`config.mk`:
```
export PLATFORM = sky130hd
export DESIGN_NAME = call_request_panel
export DESIGN_NICKNAME = d
export VERILOG_FILES = /design/src/rtl/elevator_pkg.sv /design/src/rtl/button_conditioner.sv /design/src/rtl/call_request_panel.sv
export SDC_FILE = /design/constraint.sdc
export NUM_CORES = 1
export LEC_CHECK = 0
export ABC_AREA = 1
export BUFFER_PORTS_ARGS = -buffer_cell sky130_fd_sc_hd__clkbuf_2
export CAP_MARGIN = 20
export CORE_ASPECT_RATIO = 2
export CORE_MARGIN = 1.5
export CORE_UTILIZATION = 35
export CTS_CLUSTER_SIZE = 8
export DETAILED_ROUTE_END_ITERATION = 8
export SLEW_MARGIN = 30
export SYNTH_ARGS = -nofsm -noshare
export SYNTH_HDL_FRONTEND = slang
export SYNTH_SLANG_ARGS = --single-unit
export TNS_END_PERCENT = 30
```
`constraint.sdc`:
```
create_clock -name clk -period 1.7 [get_ports clk]
set_input_delay 0.425 -clock clk [delete_from_list [all_inputs] [get_ports clk]]
set_output_delay 0.425 -clock clk [all_outputs]
set_load 0.03 [all_outputs]
```
`src/rtl/elevator_pkg.sv`:
```
// elevator_pkg: shared floor/direction/door constants for the elevator front end
package elevator_pkg;
  localparam int NUM_FLOORS_DEFAULT = 4;
  localparam int FLOOR_W = 3;
  localparam logic [1:0] DIR_IDLE = 2'b00;
  localparam logic [1:0] DIR_UP = 2'b01;
  localparam logic [1:0] DIR_DOWN = 2'b10;
  localparam logic DOOR_OPEN = 1'b1;
endpackage

```
`src/rtl/button_conditioner.sv`:
```
// button_conditioner: 2-flop synchronizer, optional debounce (ELEV_DEBOUNCE_EN), rising-edge press pulse
module button_conditioner #(
  parameter int DEBOUNCE_CYCLES = 3
) (
  input  logic clk,
  input  logic reset,
  input  logic btn,
  output logic press
);
  logic s1, s2, lvl, lvl_q;
`ifdef ELEV_DEBOUNCE_EN
  localparam int CW = $clog2(DEBOUNCE_CYCLES + 1);
  logic [CW-1:0] cnt;
  logic db;
  // db flips only after the synced level has disagreed with it for DEBOUNCE_CYCLES cycles in a row
  always_ff @(posedge clk) begin
    if (reset) begin
      {s1, s2, lvl_q, db} <= '0;
      cnt <= '0;
    end else begin
      s1 <= btn;
      s2 <= s1;
      lvl_q <= db;
      if (s2 == db) cnt <= '0;
      else if (cnt == CW'(DEBOUNCE_CYCLES - 1)) begin
        db <= s2;
        cnt <= '0;
      end else cnt <= cnt + 1'b1;
    end
  end
  assign lvl = db;
`else
  always_ff @(posedge clk) begin
    if (reset) {s1, s2, lvl_q} <= '0;
    else begin
      s1 <= btn;
      s2 <= s1;
      lvl_q <= s2;
    end
  end
  assign lvl = s2;
`endif
  assign press = lvl & ~lvl_q;
endmodule

```
`src/rtl/call_request_panel.sv`:
```
// call_request_panel: latches hall/car button presses into u/d/i request flags, cleared on service; debounce via ELEV_DEBOUNCE_EN
module call_request_panel
  import elevator_pkg::*;
#(
  parameter int NUM_FLOORS = NUM_FLOORS_DEFAULT,
  parameter int DEBOUNCE_CYCLES = 3
) (
  input  logic                  clk,
  input  logic                  reset,
  input  logic [NUM_FLOORS-1:0] btn_up,
  input  logic [NUM_FLOORS-1:0] btn_dn,
  input  logic [NUM_FLOORS-1:0] btn_car,
  input  logic [FLOOR_W-1:0]    F,
  input  logic [1:0]            dir,
  input  logic                  door,
  output logic [NUM_FLOORS-1:0] u,
  output logic [NUM_FLOORS-1:0] d,
  output logic [NUM_FLOORS-1:0] i,
  output logic                  req_any
);
  localparam logic [NUM_FLOORS-1:0] UP_MASK = {1'b0, {(NUM_FLOORS-1){1'b1}}};
  localparam logic [NUM_FLOORS-1:0] DN_MASK = {{(NUM_FLOORS-1){1'b1}}, 1'b0};
  logic [NUM_FLOORS-1:0] p_up, p_dn, p_car, hit, u_nx, d_nx, i_nx;
  logic clr_up, clr_dn;
  for (genvar g = 0; g < NUM_FLOORS; g++) begin : g_btn
    button_conditioner #(.DEBOUNCE_CYCLES(DEBOUNCE_CYCLES)) u_cu (.clk, .reset, .btn(btn_up[g]), .press(p_up[g]));
    button_conditioner #(.DEBOUNCE_CYCLES(DEBOUNCE_CYCLES)) u_cd (.clk, .reset, .btn(btn_dn[g]), .press(p_dn[g]));
    button_conditioner #(.DEBOUNCE_CYCLES(DEBOUNCE_CYCLES)) u_cc (.clk, .reset, .btn(btn_car[g]), .press(p_car[g]));
  end
  // clear is applied after set so a press at the serviced floor is absorbed
  always_comb begin
    hit = '0;
    for (int k = 0; k < NUM_FLOORS; k++) hit[k] = (door == DOOR_OPEN) && (F == FLOOR_W'(k + 1));
    clr_up = dir == DIR_IDLE || dir == DIR_UP;
    clr_dn = dir == DIR_IDLE || dir == DIR_DOWN;
    u_nx = (u | p_up) & ~(clr_up ? hit : '0) & UP_MASK;
    d_nx = (d | p_dn) & ~(clr_dn ? hit : '0) & DN_MASK;
    i_nx = (i | p_car) & ~hit;
  end
  always_ff @(posedge clk) begin
    if (reset) begin
      u <= '0;
      d <= '0;
      i <= '0;
      req_any <= 1'b0;
    end else begin
      u <= u_nx;
      d <= d_nx;
      i <= i_nx;
      req_any <= |{u, d, i};
    end
  end
endmodule
```
==> summary.txt, run 1 <==
Die
  • Core Area: 3844 sq um
  • Initial Utilization: ~36%
  • Die height: about 90 microns
  • Die Area: around 4400 sq um
  • I/O pins: 33
  • Row cnt: 32
  • Chip Width: 47.58 microns

Logic synthesis
  • Top cells by count, synth: nor2_1, inv_1, dfxtp_1, nand2_1, o21ai_0
  • Main area contributors after synthesis: dfxtp_1, nor2_1, inv_1, nand2_1, nand4_1
  • Asr flop ratio synth: 0%
  • Synthesized instance count: between 150 and 200
  • #FFs+latches synth: between 40 and 50
  • Post-synth cell types: 17
  • YS warnings: 0
  • Post-synth top area share: between 50% and 60%
  • Syn Area/Cell: between 7 and 8 sq um
  • Yosys top cell by area: dfxtp_1
  • Post-synth EDFFs: 0
  • Synth Flop Type: dfxtp_1
  • Most common cell in the netlist: nor2_1
  • Post-synth design cell area: about 1400 sq um
  • Seq/Total Area, Yosys: about three fifths

Timing
  • Hold WS: ~0.32 ns
  • Tmin final: 1.315 ns
  • Max Fclk: 760.7 MHz
  • Setup TNS: 0 ns
  • Max-slew violations: 0
  • Hold Fails Final Rpt: 0
  • RSZ-0062 raised after global routing: no
  • Worst Skew: 0.005278 ns
  • Final Cycle Share: approximately 77%
  • Final setup vio count: 0

Final layout
  • Final Util: 43.23%
  • Fin cells: approximately 260
  • Layout Nets: between 200 and 250
  • Share of cells above drive strength 1: approximately a fifth
  • Area added between synthesis and finish: 19.42%
  • Number of diodes: 0

Place
  • Dpl hpwl: ~1.6 mm
  • IO buf count: 28
  • Final estimated routing congestion in global placement: between 0.7 and 0.8
  • Placed insts: approximately 250

Global routing
  • Largest net degree at the start of global routing: 29
  • GRT overflow: 0
  • Number of global-route vias before repair: between 900 and 1000
  • First-pass GRT wire length: between 3 and 4 mm
  • GR Util All Layers: between 10 and 15%
  • Initial antenna violation count: 0

CTS
  • Clk_lat worst skew: between 0.2 and 0.3 ns
  • Setup bufs post-CTS: 0
  • Hold buffers post-CTS: 0
  • Total CTS buffers: 5
  • CTS tree: yes
  • Post-cts resize count: 0
  • Clk pin slew, worst setup/hold paths: approximately 0.08 ns
  • Clk sink count: between 40 and 50
  • H-tree depth: 2
  • Clock Path Buffers: 2
  • Root buf cell: clkbuf_8

Route
  • Detailed Routing Iterations Pass 1: 4
  • Via count: 1045
  • Final WL: about 2.2 mm
  • Drt initial violations: 13
  • Drt drc: 0
  • ANT nets after route: 0
  • Routed wire length per instance: 8.429 microns
  • Vias per inst: 4.035

Critical path
  • Worst path top cell family by delay: flip-flops
  • Setup crit end kind: output pin
  • CP Cell Sequence: clkbuf_2
  • Worst path depth: 1
  • Buf+Inv Stages, Crit Path: 1
  • Crit Path Max Fanout: 3
  • Critical path class: reg -> out
  • Slowest cell delay on critical path: around 0.38 ns
  • Crit path max-delay cell type: dfxtp_1
  • WP data arrival: approximately 0.9 ns
  • Reg2reg path depth: 4
  • Worst setup SP type: flip-flop
  • Worst endpoint required time: about 1.3 ns

Power and ir drop
  • Leak pwr: 0.8882 nW
  • Peak supply drop: between 0.0006 and 0.0007 V
  • Cell Pwr Density: 1123 nW/um^2

Run status
  • Outcome: completed

Run
  • Max-Cap Viols: 0

Worst hold path
  • Hold Path Depth: 3
  • HP Class: in -> reg
[power by group]
group          internal, mW  total, mW  switching (mW)
Clock                 0.367      0.679           0.312
Sequential             1.00       1.02          0.0178
Combinational        0.0553      0.164           0.108
Total                  1.43       1.87           0.439
[per-layer routing]
metal,part of all wire (%),global-route usage [%]
met1,37,9.483
met2,54,20.83
met3,4.4,2.362
met4,4.0,8.108
met5,0,0
[cell usage in the layout (no fill, tap or decap)]
| cell type | Yosys | routed |
|---|---|---|
| nand2_1 | 18 | 18 |
| nand4_1 | 5 | 5 |
| nand2_2 | 1 | 1 |
| buf_4 | 4 | 1 |
| inv_2 | 1 | 1 |
| nand3_1 | 3 | 3 |
| o21ai_1 | 2 | 2 |
| nor2_1 | 46 | 46 |
| clkbuf_2 | 0 | 28 |
| o21ai_0 | 6 | 6 |
| nor2_2 | 1 | 1 |
| conb_1 | 1 | 2 |
| o21bai_1 | 1 | 1 |
| dfxtp_1 | 41 | 41 |
| clkinv_2 | 0 | 1 |
| inv_1 | 43 | 43 |
| clkbuf_8 | 0 | 7 |
| o21ai_2 | 1 | 1 |
[logic make-up (layout without fill, tap and decap cells)]
family / count (synthesis) / count (layout) / share of synthesized area (%)
buffers and inverters: 50 / 81 / 15.20
flip-flops: 41 / 41 / 58.99
AO/OA/AOI/OAI: 10 / 10 / 4.047
AND/OR/NAND/NOR: 74 / 74 / 21.49
other: 1 / 2 / 0.2695
[layout make-up]
class,count,area [sq um]
Timing Repair Buffer,29,147.6
Tap cell,51,63.81
Multi-Input combinational cell,86,362.8
Clock buffer,7,96.34
Clock inverter,1,5.005
Sequential cell,41,820.8
Inverter,44,165.2
Fill cell,423,2182
[through the flow]
stage	setup slack [ns]	cell area (sq um)	total power [mW]
2_1_floorplan	0.7842	1395	1.161
3_3_place_gp	0.5507	1560	1.207
3_5_place_dp	0.5328	1560	1.212
4_1_cts	0.3688	1662	1.896
5_1_grt	0.3578	1662	1.956
6_report	0.3854	1662	1.865
[path summary, 6_finish.rpt]
kind,from,endpoint,slack [ns]
worst max-delay path,i[1]$_SDFF_PP0_,i[1],0.39
worst min-delay path,btn_dn[2],g_btn[2].u_cd.s1$_SDFF_PP0_,0.32
worst max register to register,d[1]$_SDFF_PP0_,req_any$_SDFF_PP0_,0.91
worst min register to register,g_btn[2].u_cc.s1$_SDFF_PP0_,g_btn[2].u_cc.lvl$_SDFF_PP0_,0.40
[flip-flops by register name (all words and copies together), names as in the netlist]
name and cells:
g_btn.u_cu.lvl 3, g_btn.u_cu.lvl_q 3, g_btn.u_cd.lvl 3, g_btn.u_cd.s1 3, g_btn.u_cc.lvl_q 4, g_btn.u_cc.s1 4, d 3, g_btn.u_cd.lvl_q 3
i 4, g_btn.u_cc.lvl 4, g_btn.u_cu.s1 3, u 3, req_any 1
Note: power is estimated with default switching activity, not from simulation.
==> run 2, diff against run 1 <==
--- a/config.mk
+++ b/config.mk
@@ -5,7 +5,7 @@
 export SDC_FILE = /design/constraint.sdc
 export NUM_CORES = 1
 export LEC_CHECK = 0
-export ABC_AREA = 1
+export ABC_AREA = 0
 export BUFFER_PORTS_ARGS = -buffer_cell sky130_fd_sc_hd__clkbuf_2
 export CAP_MARGIN = 20
 export CORE_ASPECT_RATIO = 2
==> constraint.sdc (replaced) <==
create_clock -name clk -period 1.3 [get_ports clk]
set_input_delay 0.325 -clock clk [delete_from_list [all_inputs] [get_ports clk]]
set_output_delay 0.325 -clock clk [all_outputs]
set_load 0.03 [all_outputs]
==> summary.txt, run 2 <==
Place
  • Dpl hpwl: 1.550 mm
  • Cell Area, Placed: 1549 sq um
  • IO buf count: 28
  • Final estimated routing congestion in global placement: roughly 0.72
  • Pre-CTS WS: ~0.24 ns

Timing
  • Setup TNS: 0 ns
  • Max-slew violations: 0
  • Worst Skew: 0.004052 ns
  • Max Fclk: roughly 840 MHz
  • Tmin final: 1.196 ns
  • Hold WS: between 0.2 and 0.25 ns
  • Hold Fails Final Rpt: 0
  • Final setup vio count: 0
  • RSZ-0062 raised after global routing: no
  • Final Cycle Share: between 90% and 100%
  • Fin worst setup slack: 0.1040 ns

Critical path
  • Crit Path Max Fanout: 3
  • Critical path class: reg -> out
  • CP Cell Sequence: clkbuf_2
  • Worst path top cell family by delay: flip-flops
  • Setup crit end kind: output pin
  • R2r endpoint: req_any$_SDFF_PP0_
  • Crit path max-delay cell type: dfxtp_1
  • Buf+Inv Stages, Crit Path: 1
  • Worst endpoint required time: 0.98 ns
  • Reg2reg path depth: 2
  • Reg2reg setup slack: between 0.2 and 0.25 ns
  • Worst setup SP type: flip-flop
  • Critical R2R Launch: u[0]$_SDFF_PP0_
  • WP data arrival: between 0.8 and 0.9 ns
  • Slowest cell delay on critical path: approximately 0.37 ns

Die
  • Die height: 90.75 microns
  • Die Area: 4254 sq um
  • Row cnt: 31
  • Chip Width: between 40 and 50 microns
  • Core Area: roughly 3600 sq um
  • I/O pins: 33
  • Initial Utilization: ~37%

Final layout
  • Layout Nets: 168
  • Design area: between 1500 and 2000 sq um
  • Fillers: between 300 and 400
  • Commonest non-fill, non-tap cell in the layout: dfxtp_1
  • Share of cells above drive strength 1: between 20 and 30%
  • Number of diodes: 0
  • Area added between synthesis and finish: 21.36%
  • Most frequent cells in the layout: dfxtp_1, nor2b_1, clkbuf_2

Power and ir drop
  • Total power: 2.347 mW
  • Cell Pwr Density: between 1000 and 1500 nW/um^2
  • Leak pwr: 0.6950 nW
  • Peak supply drop: about 0.0011 V

Logic synthesis
  • Largest family of logic cells by synthesized area: simple AND/OR/NAND/NOR gates
  • Syn Area/Cell: ~12 sq um
  • Asr flop ratio synth: 0%
  • Post-synth top area share: about 61%
  • Seq/Total Area, Yosys: about three fifths
  • Synth Flop Type: dfxtp_1
  • Post-synth design cell area: ~1300 sq um
  • Post-Synth Adder-Cell Area: 0%
  • Post-synth cell types: 19
  • Synthesized instance count: 115
  • Post-synth EDFFs: 0
  • #FFs+latches synth: 41
  • Post-synthesis mux area share: 0%
  • Post-Synth XOR/XNOR Area: 0%
  • Top cells by count, synth: dfxtp_1, nor2b_1, inv_1, nand2b_1, a221oi_2
  • Main area contributors after synthesis: dfxtp_1, nor2b_1, a221oi_2, nand2b_1, inv_1
  • YS warnings: 0
  • Most common cell in the netlist: dfxtp_1
  • Simple-Gate Fraction of Synth Area: between 20% and 30%
  • Yosys top cell by area: dfxtp_1
  • Compound-Gate Fraction of Synth Area: 9.935%

Global routing
  • Number of global-route vias before repair: 807
  • GRT overflow: 0
  • GR Util All Layers: a little under an eighth
  • First-pass GRT wire length: about 3.3 mm
  • Initial antenna violation count: 0
  • Largest net degree at the start of global routing: 19

CTS
  • CTS tree: yes
  • H-tree depth: 2
  • Clk pin slew, worst setup/hold paths: roughly 0.070 ns
  • Setup bufs post-CTS: 0
  • Clk_lat worst skew: 0.28 ns
  • Root buf cell: clkbuf_8
  • Clk sink count: between 40 and 50
  • Clock Path Buffers: 2
  • Post-cts resize count: 0
  • Total CTS buffers: 5
  • Hold buffers post-CTS: 0

Worst hold path
  • Hold EP: g_btn[3].u_cc.s1$_SDFF_PP0_
  • HP Class: in -> reg
  • Min-delay src: btn_car[3]
  • Hold Path Depth: 2

Route
  • Via count: 847
  • Detailed Routing Iterations Pass 1: 4
  • Drt initial violations: 7
  • Drt drc: 0
  • ANT nets after route: 0
  • Vias per inst: approximately 4.3
  • Routed wire length per instance: 10.56 microns
  • Final WL: between 2 and 2.5 mm

Run status
  • Outcome: completed

Run
  • Max-Cap Viols: 0
run 2: changes by cell type after synthesis, moves of 6 or more:
cell      delta
nor2_1      -46
inv_1       -33
nor2b_1     +33
nand2_1     -18
nand2b_1     +7
o21ai_0      -6
run 2: cell families (layout without fill, tap and decap cells):
| logic type | count (synthesis) | count (layout) |
|---|---|---|
| AND/OR/NAND/NOR | 46 | 46 |
| flip-flops | 41 | 41 |
| buffers and inverters | 16 | 48 |
| other | 1 | 2 |
| AO/OA/AOI/OAI | 11 | 11 |
run 2: worst max path at each step:
| stage | to | startpoint | depth (start not counted) |
|---|---|---|---|
| 4_1_cts | i[1] | i[1]$_SDFF_PP0_ | 1 |
| 3_3_place_gp | req_any$_SDFF_PP0_ | u[1]$_SDFF_PP0_ | 2 |
| 6_report | i[1] | i[1]$_SDFF_PP0_ | 1 |
| 5_1_grt | i[1] | i[1]$_SDFF_PP0_ | 1 |
| 3_5_place_dp | d[2]$_SDFF_PP0_ | F[2] | 3 |
| 2_1_floorplan | req_any$_SDFF_PP0_ | i[2]$_SDFF_PP0_ | 2 |
run 2: through the flow:
| stage | instances | utilization, % |
|---|---|---|
| 3_3_place_gp | 190 | 42.48 |
| 2_1_floorplan | 116 | - |
| 3_5_place_dp | 190 | 42.48 |
| 6_report | 197 | 44.85 |
| 5_1_grt | 197 | 44.85 |
| 4_1_cts | 197 | 44.85 |
run 2: power breakdown:
part,switching [mW],leakage [nW],internal (mW)
registers,0.0215,0.337,1.31
clock network,0.381,0.0443,0.421
logic,0.120,0.314,0.0905
total,0.522,0.695,1.82
run 2: area by class of cell:
type,instances,area [sq um],share of cell area [%]
Tap cell,49,61.31,3.749
Inverter,10,37.54,2.295
Timing Repair Buffer,31,175.2,10.71
Multi-Input combinational cell,59,454.2,27.77
Sequential cell,41,820.8,50.19
Clock buffer,7,86.33,5.279
run 2: routing by layer:
| layer | vias to the layer above | track usage (%) | share of wire [%] |
|---|---|---|---|
| li1 | 431 | - | - |
| met1 | 373 | 10.51 | 38 |
| met2 | 35 | 17.81 | 50 |
| met3 | 8 | 4.800 | 7.4 |
| met4 | 0 | 9.491 | 4.5 |
| met5 | - | 0 | 0 |
==> run 3, diff against run 2 <==
--- a/config.mk
+++ b/config.mk
@@ -13,6 +13,7 @@
 export CORE_UTILIZATION = 35
 export CTS_CLUSTER_SIZE = 8
 export DETAILED_ROUTE_END_ITERATION = 8
+export PLACE_DENSITY = 0.63
 export SLEW_MARGIN = 30
 export SYNTH_ARGS = -nofsm -noshare
 export SYNTH_HDL_FRONTEND = slang
==> constraint.sdc (replaced) <==
create_clock -name clk -period 1.2 [get_ports clk]
set_input_delay 0.3 -clock clk [delete_from_list [all_inputs] [get_ports clk]]
set_output_delay 0.3 -clock clk [all_outputs]
set_load 0.03 [all_outputs]
==> summary.txt, run 3 (synthesis results as in run 2) <==
CTS
  • Clk_lat worst skew: approximately 0.28 ns
  • Root buf cell: clkbuf_8
  • Clk pin slew, worst setup/hold paths: about 0.070 ns
  • Hold buffers post-CTS: 0
  • H-tree depth: 2
  • Clk sink count: 41
  • Clock Path Buffers: 2
  • Total CTS buffers: 5
  • CTS tree: yes

Critical path
  • Crit Path Max Fanout: 3
  • Worst setup SP type: flip-flop
  • Reg2reg path depth: 2
  • Crit path max-delay cell type: dfxtp_1
  • Critical R2R Launch: u[0]$_SDFF_PP0_
  • Worst endpoint required time: 0.90 ns
  • Worst path top cell family by delay: flip-flops
  • Setup crit end kind: output pin
  • Critical path class: reg -> out
  • Slowest cell delay on critical path: 0.36 ns
  • R2r endpoint: req_any$_SDFF_PP0_
  • WP data arrival: around 0.86 ns
  • Buf+Inv Stages, Crit Path: 1
  • Reg2reg setup slack: between 0.15 and 0.2 ns
  • CP Cell Sequence: clkbuf_2

Route
  • Final WL: approximately 2.1 mm
  • Detailed Routing Iterations Pass 1: 4
  • Vias per inst: 4.345
  • Via count: 856
  • Drt initial violations: 8
  • Routed wire length per instance: about 11 microns
  • Drt drc: 0
  • ANT nets after route: 0

Timing
  • Worst Skew: ~0.0055 ns
  • Max-slew violations: 0
  • Max Fclk: approximately 860 MHz
  • Final Cycle Share: a little over nine tenths
  • Final setup vio count: 0
  • Hold WS: about 0.22 ns
  • Setup TNS: 0 ns
  • Tmin final: approximately 1.2 ns
  • Hold Fails Final Rpt: 0
  • RSZ-0062 raised after global routing: no

Die
  • Die Area: roughly 4300 sq um
  • Die height: 90.75 microns
  • Row cnt: 31
  • Chip Width: ~47 microns
  • Core Area: 3646 sq um
  • I/O pins: 33
  • Initial Utilization: 36.96%

Final layout
  • Fin cells: 197
  • Commonest non-fill, non-tap cell in the layout: dfxtp_1
  • Layout Nets: around 170
  • Design area: about 1600 sq um
  • Area added between synthesis and finish: 20.80%
  • Most frequent cells in the layout: dfxtp_1, nor2b_1, clkbuf_2
  • Number of diodes: 0
  • Share of cells above drive strength 1: between 20% and 30%

Global routing
  • First-pass GRT wire length: approximately 3.4 mm
  • Number of global-route vias before repair: 790
  • Initial antenna violation count: 0
  • GRT overflow: 0
  • Largest net degree at the start of global routing: 13
  • GR Util All Layers: about 11%

Power and ir drop
  • Leak pwr: 0.6939 nW
  • Cell Pwr Density: ~1600 nW/um^2
  • Peak supply drop: 0.0008673 V

Worst hold path
  • Min-delay src: btn_car[1]
  • Hold Path Depth: 2
  • HP Class: in -> reg
  • Hold EP: g_btn[1].u_cc.s1$_SDFF_PP0_

Place
  • Final estimated routing congestion in global placement: around 0.77
  • IO buf count: 28
  • Placed insts: 190
  • Dpl hpwl: 1.580 mm
  • Cell Area, Placed: between 1500 and 2000 sq um

Run status
  • Outcome: completed

Run
  • Max-Cap Viols: 0
[run 3: changes by cell type in the layout (fill, tap and decap cells not counted)]
cell | before | now
clkbuf_2 | 28 | 22
buf_4 | 2 | 3
buf_2 | 0 | 4
buf_12 | 1 | 0
clkbuf_4 | 0 | 2
[run 3: metal layers]
metal  routed length (microns)  up-vias  GRT usage [%]  share of wire, %
li1                          -      433              -                 -
met1                       792      392          11.07                38
met2                      1091       25          17.92                53
met3                       114        6          4.200               5.5
met4                        79        0          8.333               3.8
met5                         0        -              0                 0
[run 3: metrics by stage]
stage,power [mW],util (%),setup WS (ns)
finish,2.542,44.65,0.03840
global route,2.653,44.65,0.002620
CTS,2.581,44.51,0.0002014
detailed placement,1.704,42.14,0.1457
global placement,1.697,42.14,0.1464
floorplan,1.631,-,0.2528
[run 3: final cells by class]
cell class / instances / area (sq um)
fillers: 391 / 2018
clock buffers: 7 / 86.33
repair buffers: 31 / 167.7
flip-flops and latches: 41 / 820.8
well taps: 49 / 61.31
inverters: 10 / 37.54
multi-input cells: 59 / 454.2
[run 3: worst max-delay path by stage]
stage / start / to / cells past startpoint / slack, ns
global route: i[0]$_SDFF_PP0_ / i[0] / 1 / 0.003
global placement: u[0]$_SDFF_PP0_ / req_any$_SDFF_PP0_ / 2 / 0.15
detailed placement: u[0]$_SDFF_PP0_ / req_any$_SDFF_PP0_ / 2 / 0.15
finish: i[2]$_SDFF_PP0_ / i[2] / 1 / 0.04
CTS: i[1]$_SDFF_PP0_ / i[1] / 1 / 0.0002
floorplan: i[2]$_SDFF_PP0_ / req_any$_SDFF_PP0_ / 2 / 0.25
[run 3: repair_timing]
item,4_1_cts,5_1_grt
endpoints found under the setup margin,0,6
buffers inserted,0,0
resized for setup,0,8
[run 3: power breakdown]
group / leakage, nW / internal (mW) / switching [mW] / total, mW
Combinational: 0.312 / 0.0956 / 0.128 / 0.224
Clock: 0.0443 / 0.456 / 0.416 / 0.871
Sequential: 0.337 / 1.42 / 0.0237 / 1.45
Total: 0.694 / 1.97 / 0.567 / 2.54
